==> config.mk <==
export PLATFORM = sky130hd
export DESIGN_NAME = matmul_tile_scheduler
export DESIGN_NICKNAME = d
export VERILOG_FILES = /design/src/rtl/matmul_tile_scheduler.sv
export SDC_FILE = /design/constraint.sdc
export NUM_CORES = 1
export LEC_CHECK = 0
export CAP_MARGIN = 20
export CORE_ASPECT_RATIO = 1.75
export CORE_MARGIN = 5
export CORE_UTILIZATION = 50
export CTS_CLUSTER_DIAMETER = 50
export CTS_CLUSTER_SIZE = 28
export DETAILED_ROUTE_END_ITERATION = 8
export GPL_TIMING_DRIVEN = 0
export PLACE_DENSITY = 0.72
export SYNTH_ARGS = -nofsm -noshare
export SYNTH_HDL_FRONTEND = slang
export SYNTH_SLANG_ARGS = --single-unit
==> constraint.sdc <==
create_clock -name clk -period 2.8 [get_ports clk]
set_clock_uncertainty 0.15 [all_clocks]
set_input_delay 0.56 -clock clk [delete_from_list [all_inputs] [get_ports clk]]
set_output_delay 0.56 -clock clk [all_outputs]
set_load 0.01 [all_outputs]
==> src/rtl/matmul_tile_scheduler.sv <==
// Tile scheduler for one C = A x B pass on a BLOCK_SIZE x BLOCK_SIZE systolic array.
// Walks output tiles (i,j) and inner steps k, issuing block reads, array pulses and tile writes.
//
// state    | meaning
// IDLE     | waiting for start
// FETCH    | A/B block read strobes issued
// WAIT_RD  | buffer read latency
// LOAD     | systolic array consumes read data
// WAIT_SYS | waiting for the systolic step to finish
// WRITE    | finished tile offered to the result buffer
// NEXT     | advance to the next output tile
// DONE     | completion pulse
module matmul_tile_scheduler #(
   parameter int BLOCK_SIZE      = 2,
   parameter int ROW_A           = 64,
   parameter int INNER_DIMENSION = 64,
   parameter int COL_B           = 64,
   parameter int ADDR_WIDTH      = 12
) (
   input  logic                  clk,
   input  logic                  rst,
   input  logic                  start,
   output logic                  busy,
   output logic                  done,
   output logic                  a_rd_en,
   output logic [ADDR_WIDTH-1:0] a_rd_addr,
   output logic                  b_rd_en,
   output logic [ADDR_WIDTH-1:0] b_rd_addr,
   output logic                  sys_start,
   input  logic                  sys_done,
   output logic                  acc_first,
   output logic                  acc_last,
   output logic                  out_valid,
   input  logic                  out_ready,
   output logic [ADDR_WIDTH-1:0] out_addr
);

   localparam int MB = ROW_A / BLOCK_SIZE;
   localparam int KB = INNER_DIMENSION / BLOCK_SIZE;
   localparam int NB = COL_B / BLOCK_SIZE;

   localparam logic [ADDR_WIDTH-1:0] KB_A    = ADDR_WIDTH'(KB);
   localparam logic [ADDR_WIDTH-1:0] NB_A    = ADDR_WIDTH'(NB);
   localparam logic [ADDR_WIDTH-1:0] MB_LAST = ADDR_WIDTH'(MB - 1);
   localparam logic [ADDR_WIDTH-1:0] KB_LAST = ADDR_WIDTH'(KB - 1);
   localparam logic [ADDR_WIDTH-1:0] NB_LAST = ADDR_WIDTH'(NB - 1);

   typedef enum logic [2:0] {
      IDLE,
      FETCH,
      WAIT_RD,
      LOAD,
      WAIT_SYS,
      WRITE,
      NEXT,
      DONE
   } state_t;

   state_t                state;
   logic [ADDR_WIDTH-1:0] i_cnt;
   logic [ADDR_WIDTH-1:0] j_cnt;
   logic [ADDR_WIDTH-1:0] k_cnt;

   // All outputs are registered: each is loaded on the transition into the state that owns it.
   always_ff @(posedge clk) begin
      if (rst) begin
         state     <= IDLE;
         i_cnt     <= '0;
         j_cnt     <= '0;
         k_cnt     <= '0;
         busy      <= 1'b0;
         done      <= 1'b0;
         a_rd_en   <= 1'b0;
         a_rd_addr <= '0;
         b_rd_en   <= 1'b0;
         b_rd_addr <= '0;
         sys_start <= 1'b0;
         acc_first <= 1'b0;
         acc_last  <= 1'b0;
         out_valid <= 1'b0;
         out_addr  <= '0;
      end else begin
         a_rd_en   <= 1'b0;
         b_rd_en   <= 1'b0;
         sys_start <= 1'b0;
         acc_first <= 1'b0;
         acc_last  <= 1'b0;
         done      <= 1'b0;
         case (state)
            IDLE: begin
               if (start) begin
                  state     <= FETCH;
                  busy      <= 1'b1;
                  i_cnt     <= '0;
                  j_cnt     <= '0;
                  k_cnt     <= '0;
                  a_rd_en   <= 1'b1;
                  b_rd_en   <= 1'b1;
                  a_rd_addr <= '0;
                  b_rd_addr <= '0;
               end
            end
            FETCH: state <= WAIT_RD;
            WAIT_RD: begin
               state     <= LOAD;
               sys_start <= 1'b1;
               acc_first <= (k_cnt == '0);
               acc_last  <= (k_cnt == KB_LAST);
            end
            LOAD: state <= WAIT_SYS;
            WAIT_SYS: begin
               if (sys_done) begin
                  if (k_cnt != KB_LAST) begin
                     state     <= FETCH;
                     k_cnt     <= k_cnt + 1'b1;
                     a_rd_en   <= 1'b1;
                     b_rd_en   <= 1'b1;
                     a_rd_addr <= i_cnt * KB_A + k_cnt + 1'b1;
                     b_rd_addr <= j_cnt * KB_A + k_cnt + 1'b1;
                  end else begin
                     state     <= WRITE;
                     k_cnt     <= '0;
                     out_valid <= 1'b1;
                     out_addr  <= i_cnt * NB_A + j_cnt;
                  end
               end
            end
            WRITE: begin
               if (out_ready) begin
                  state     <= NEXT;
                  out_valid <= 1'b0;
               end
            end
            NEXT: begin
               if (j_cnt == NB_LAST) begin
                  j_cnt <= '0;
                  if (i_cnt == MB_LAST) begin
                     state <= DONE;
                     i_cnt <= '0;
                     done  <= 1'b1;
                     busy  <= 1'b0;
                  end else begin
                     state     <= FETCH;
                     i_cnt     <= i_cnt + 1'b1;
                     a_rd_en   <= 1'b1;
                     b_rd_en   <= 1'b1;
                     a_rd_addr <= (i_cnt + 1'b1) * KB_A;
                     b_rd_addr <= '0;
                  end
               end else begin
                  state     <= FETCH;
                  j_cnt     <= j_cnt + 1'b1;
                  a_rd_en   <= 1'b1;
                  b_rd_en   <= 1'b1;
                  a_rd_addr <= i_cnt * KB_A;
                  b_rd_addr <= (j_cnt + 1'b1) * KB_A;
               end
            end
            DONE: state <= IDLE;
            default: state <= IDLE;
         endcase
      end
   end

endmodule

# Word level (Yosys, flattened, before mapping)
# Cells that the tools add are included.
# op_classes
n_bitwise	4
n_reduce_logical	16
eq_ne	19
n_addsub	8
mux	42
# op_table
operator	n
two-way mux 12 bit	14
one-hot mux 12 bit (2 select lines)	3
one-hot mux 12 bit (3 select lines)	2
adder 12 x 1 -> 12 bit (second input constant)	5
adder 12 bit	3
== test 12 x 5 -> 1 bit (second input constant)	3
one-hot mux 3 bit (8 select lines)	1
two-way mux 3 bit	6
inequality test 2 bit (second input constant)	7
two-way mux 1 bit	13
== test 3 bit (second input constant)	4
logical NOT 12 bit	1
inequality test 12 x 5 -> 1 bit (second input constant)	1
AND reduction 3 bit	4
AND reduction 4 bit	2
== test 3 x 2 -> 1 bit (second input constant)	2
nonzero test 2 bit	3
AND reduction 5 bit	1
inverter 1 bit	4
one-hot mux 1 bit (2 select lines)	2
== test 3 x 1 -> 1 bit (second input constant)	1
logical NOT 3 bit	1
inequality test 3 bit (second input constant)	1
one-hot mux 1 bit (3 select lines)	1
other kinds (4)	4
# word_totals
in_bits	5
reg_bits	82
output_inout_bits	44

# Depth between registers and ports, before layout
# logic_depth
ltp_word	5
depth_mapped	10

# Least setup slack after synthesis
# Ideal clock, no wire load.
# synth_timing
path_kind	flip-flop to flip-flop
startpoint	register j_cnt[0]
endpoint	register a_rd_addr[0]
path_stages_with_launch	11
period_less_slack_ps	2290
setup_ps	128
t_arrival_ps	2012
path_slack_ps	510
t_required_ps	2522
cell_sequence	dfxtp_1 > ha_1 > and4_4 > and3_1 > buf_6 > and3_1 > buf_6 > or3_4 > buf_6 > a21oi_2 > nor2_1
# synth_between
elab_chain_len	3
elab_cells_between_ends	5
cone_classes	2 x eq/ne; 2 x mux; 1 x reduce/logical
# synth_rtl
item	line	source
from (decl)	61	logic [ADDR_WIDTH-1:0] j_cnt;
from (signal assigned)	152	j_cnt <= j_cnt + 1'b1;
== test 12 x 5 -> 1 bit (*)	135	if (j_cnt == NB_LAST) begin
inequality test 3 bit (no source line) or two-way mux 12 bit (tied branches)	-	
AND reduction 5 bit (no source line) or one-hot mux 12 bit (3 select lines) (tied branches)	-	
to (signal assigned)	118	a_rd_addr <= i_cnt * KB_A + k_cnt + 1'b1;
to (signal assigned)	147	a_rd_addr <= (i_cnt + 1'b1) * KB_A;
to (signal assigned)	155	a_rd_addr <= i_cnt * KB_A;
to (decl)	26	output logic [ADDR_WIDTH-1:0] a_rd_addr,
# Mark *: on every way between the ends. The rest lies on a longest branch, timed or not.
# A chain may end at the register's enable or synchronous reset.

# Worst setup path in the final report
# layout_timing
startpoint	register i_cnt[0]
endpoint	register b_rd_addr[9]
# layout_between
elab_chain_len	3
# layout_rtl
item	line	source
from (decl)	60	logic [ADDR_WIDTH-1:0] i_cnt;
from (signal assigned)	144	i_cnt <= i_cnt + 1'b1;
== test 12 x 5 -> 1 bit	137	if (i_cnt == MB_LAST) begin
inequality test 3 bit (no source line)	-	
AND reduction 5 bit (no source line)	-	
to (signal assigned)	119	b_rd_addr <= j_cnt * KB_A + k_cnt + 1'b1;
to (signal assigned)	156	b_rd_addr <= (j_cnt + 1'b1) * KB_A;
to (decl)	28	output logic [ADDR_WIDTH-1:0] b_rd_addr,
# No other way between the ends.

==> reports/qor.yml <==
status: "finished clean"
cts_sinks: 77
period_share_pct: 96.31
grt_pass1_vias: 4357
grt_util_all_layers_pct: 25.69
hold_viol: 0
fin_cells: 747
synth_top_family_by_area: "simple AND/OR/NAND/NOR gates"
yosysTopAreaCell: "dfxtp_1"
worst_slack_ns: 0.1032
clk_latency_ns: 0.34
cts_tree: "done"
p_int_w: 0.001862
reg2reg_to: "b_rd_addr[9]"
peakVddDrop_uv: 295.0
synth_fp_nets: 593
synthTopCellsByArea: "dfxtp_1, a21oi_1, ha_1, nor2_1, nand2_1"
die_area_um2: 11280
dieHeight_um: 136.8
p_leak_nw: 2.068
gp_congestion: 0.9410
ant_nets: 0
dp.cells: 732
pwr_density_cell_nw_per_um2: 446.3
initial_core_util_pct: 50.86
htree_levels: 3
detailedPlace.worstSlack_ns: -0.05090
yosysTopAreaCellShare_pct: 33.54
ys.flop_type: "dfxtp_1"
r2r_start: "i_cnt[0]"
ys_seq_elements: 77
p_clk_share_pct: 45.7
postLayoutCellArea_um2: 5499
p_switching_w: 0.0005925
start_kind: "flip-flop"
drive_gt1_share_pct: 9.729
seq_power_share_pct: 45.8
worstPathArrival_ns: 2.81
worstMarginPinSlew_ns: 0.7823
min_period_ns: 2.697
place_hpwl_um: 10510
rsz0062_at_grt: "no"
yosys_warnings: 0
drt-pass1-iter-count: 5
synth_compound_area_share_pct: 20.47
worstSetupPathType: "flip-flop to flip-flop"
die_x_um: 82.47
syn-cell-area_um2: 4596
cts_buffer_depth: 2
drc: 0
layout.nets: 651
io_pins: 49
crit_path_max_fanout: 9
seq_area_frac_synth_pct: 33.54
rows: 46
hold_path_startpoint: "out_addr[9]"
endpoint_kind: "flip-flop"
synth-async-reset-ratio_pct: 0
core_area_um2: 9036
hold_depth: 2
cts_root_buffer: "clkbuf_16"
antenna_found_initial: 0
whs_endpoint: "out_addr[9]"
diodes: 0
routedWlPerCell_um: 18.59
vias: 4468
cp.required_ns: 2.92
muxShareOfSynthArea_pct: 0.4356
fmax_mhz: 370.8
finalSetupViolCount: 0
grt_max_degree: 13
avgSynthCellArea_um2: 8.134
yosys.area_share.simple_pct: 27.04
area_growth_pct: 19.66
yosys.area_share.xor_xnor_pct: 6.861
grt_pass1_wl_um: 21940
io_buffer_count: 47
cap_violations: 0
drv_slew: 0
swShare_pct: 24.15
synthAdderAreaFrac_pct: 6.425
synth_cells: 565
cts.clk_slew.worst_paths_ns: 0.06
ff2ff_path_depth: 8
synth-edff-count: 0
worstHoldPathType: "flip-flop to flip-flop"
vias_per_cell: 5.981
comb_power_share_pct: 8.4
final_util_pct: 60.86
rrSetupSlack_ns: 0.10
cts_made_buffers: 9
p_total_w: 0.002454
synthDistinctLibCells: 65
dr.first_iter.drc_count: 262
placed_cell_area_um2: 5216
overflow: 0
maxSlewHeadroom_pct: 47.37
routed_wl_um: 13890
-- metrics by stage --
stage	hold slack (ns)	TNS (ns)
after floorplan	0.3261	0
after global placement	0.2912	-0.08484
after detailed placement	0.2962	-0.09910
after CTS	0.3075	0
after global routing	0.3309	0
final	0.3046	0
-- critical path, cell delays in order (launching register included) --
cell	delay [ns]
dfxtp_1	0.45
ha_1	0.35
and4_4	0.25
a31o_4	0.27
and3_1	0.19
buf_6	0.14
nor3_4	0.39
o21ai_0	0.24
o2bb2ai_1	0.19
-- repair_timing --
action	in CTS	in global routing
setup buffers	0	0
setup endpoints to repair	0	7
resized for setup	0	2
hold buffers	0	0
endpoints found under the hold margin	0	0
-- sequential cells by signal, summed over array words and instances, names as in the netlist --
| register | flops |
|---|---|
| a_rd_addr | 12 |
| i_cnt | 12 |
| j_cnt | 12 |
| k_cnt | 12 |
| out_addr | 12 |
| b_rd_addr | 7 |
| state | 3 |
| acc_first | 1 |
| acc_last | 1 |
| b_rd_en | 1 |
| busy | 1 |
| done | 1 |
| out_valid | 1 |
| sys_start | 1 |
-- worst max-delay path by stage --
stage / start / slack (ns) / endpoint / cells past startpoint
after floorplan: j_cnt[0] / 0.51 / a_rd_addr[0] / 10
after global placement: start / -0.04 / i_cnt[2] / 8
after detailed placement: start / -0.05 / i_cnt[2] / 8
after CTS: i_cnt[0] / 0.07 / b_rd_addr[9] / 8
after global routing: i_cnt[0] / 0.02 / b_rd_addr[9] / 8
final: i_cnt[0] / 0.10 / b_rd_addr[9] / 8
-- cell usage in the layout, fill, tap and decap left out, types with 8 or more instances in the layout --
cell,count
clkbuf_1,14
xnor2_1,21
clkdlybuf4s50_1,47
nand2_1,64
nand3_1,18
ha_1,22
clkbuf_16,9
dfxtp_1,77
and3_1,8
buf_2,9
inv_1,8
nand3b_1,8
nor3_1,15
a21o_1,8
xor2_1,15
a21oi_1,56
nor2_1,66
nand4_1,11
o21ai_0,25
-- power groups by stage --
stage               Sequential, W  Combinational, W  Clock, W
floorplan                 0.00115          0.000125         0
global placement          0.00115          0.000204         0
detailed placement        0.00115          0.000205         0
CTS                       0.00112          0.000205   0.00114
global route              0.00113          0.000224   0.00117
finish                    0.00113          0.000207   0.00112
-- metal layers --
layer / up-vias / global-route usage, % / wire, um
met5: - / 0 / 0
met4: 0 / 13.49 / 612
met3: 46 / 4.018 / 603
met2: 155 / 46.65 / 7408
met1: 2126 / 27.46 / 5263
li1: 2141 / - / -
-- layout make-up --
class                           count  area (um^2)
Sequential cell                    77         1541
Clock inverter                      5        52.55
Multi-Input combinational cell    445         2814
Tap cell                          120        150.1
Buffer                             35        211.5
Inverter                            8        30.03
Clock buffer                       10        229.0
Timing Repair Buffer               47        470.5
Fill cell                         838         3537
-- synthesized netlist by cell type, types with 4 or more instances --
library cell / instances
a211oi_1: 4
a21o_1: 8
a21oi_1: 56
a22o_1: 7
a311oi_1: 7
and3_1: 8
buf_2: 9
buf_4: 6
buf_6: 6
clkbuf_1: 14
dfxtp_1: 77
ha_1: 22
inv_1: 8
nand2_1: 64
nand3_1: 18
nand3b_1: 8
nand4_1: 11
nor2_1: 66
nor2b_1: 7
nor3_1: 15
nor4_1: 4
o21ai_0: 25
o22ai_1: 6
or3_1: 4
xnor2_1: 21
xor2_1: 15
-- kinds of logic (layout without fill, tap and decap cells) --
family | count (synthesis) | after routing
AND/OR/NAND/NOR | 238 | 238
AO/OA/AOI/OAI | 146 | 146
flip-flops | 77 | 77
buffers and inverters | 43 | 105
XOR/XNOR | 36 | 36
adder cells (fa/ha/maj) | 23 | 23
multiplexers | 2 | 2
(Power assumes the default switching activity.)
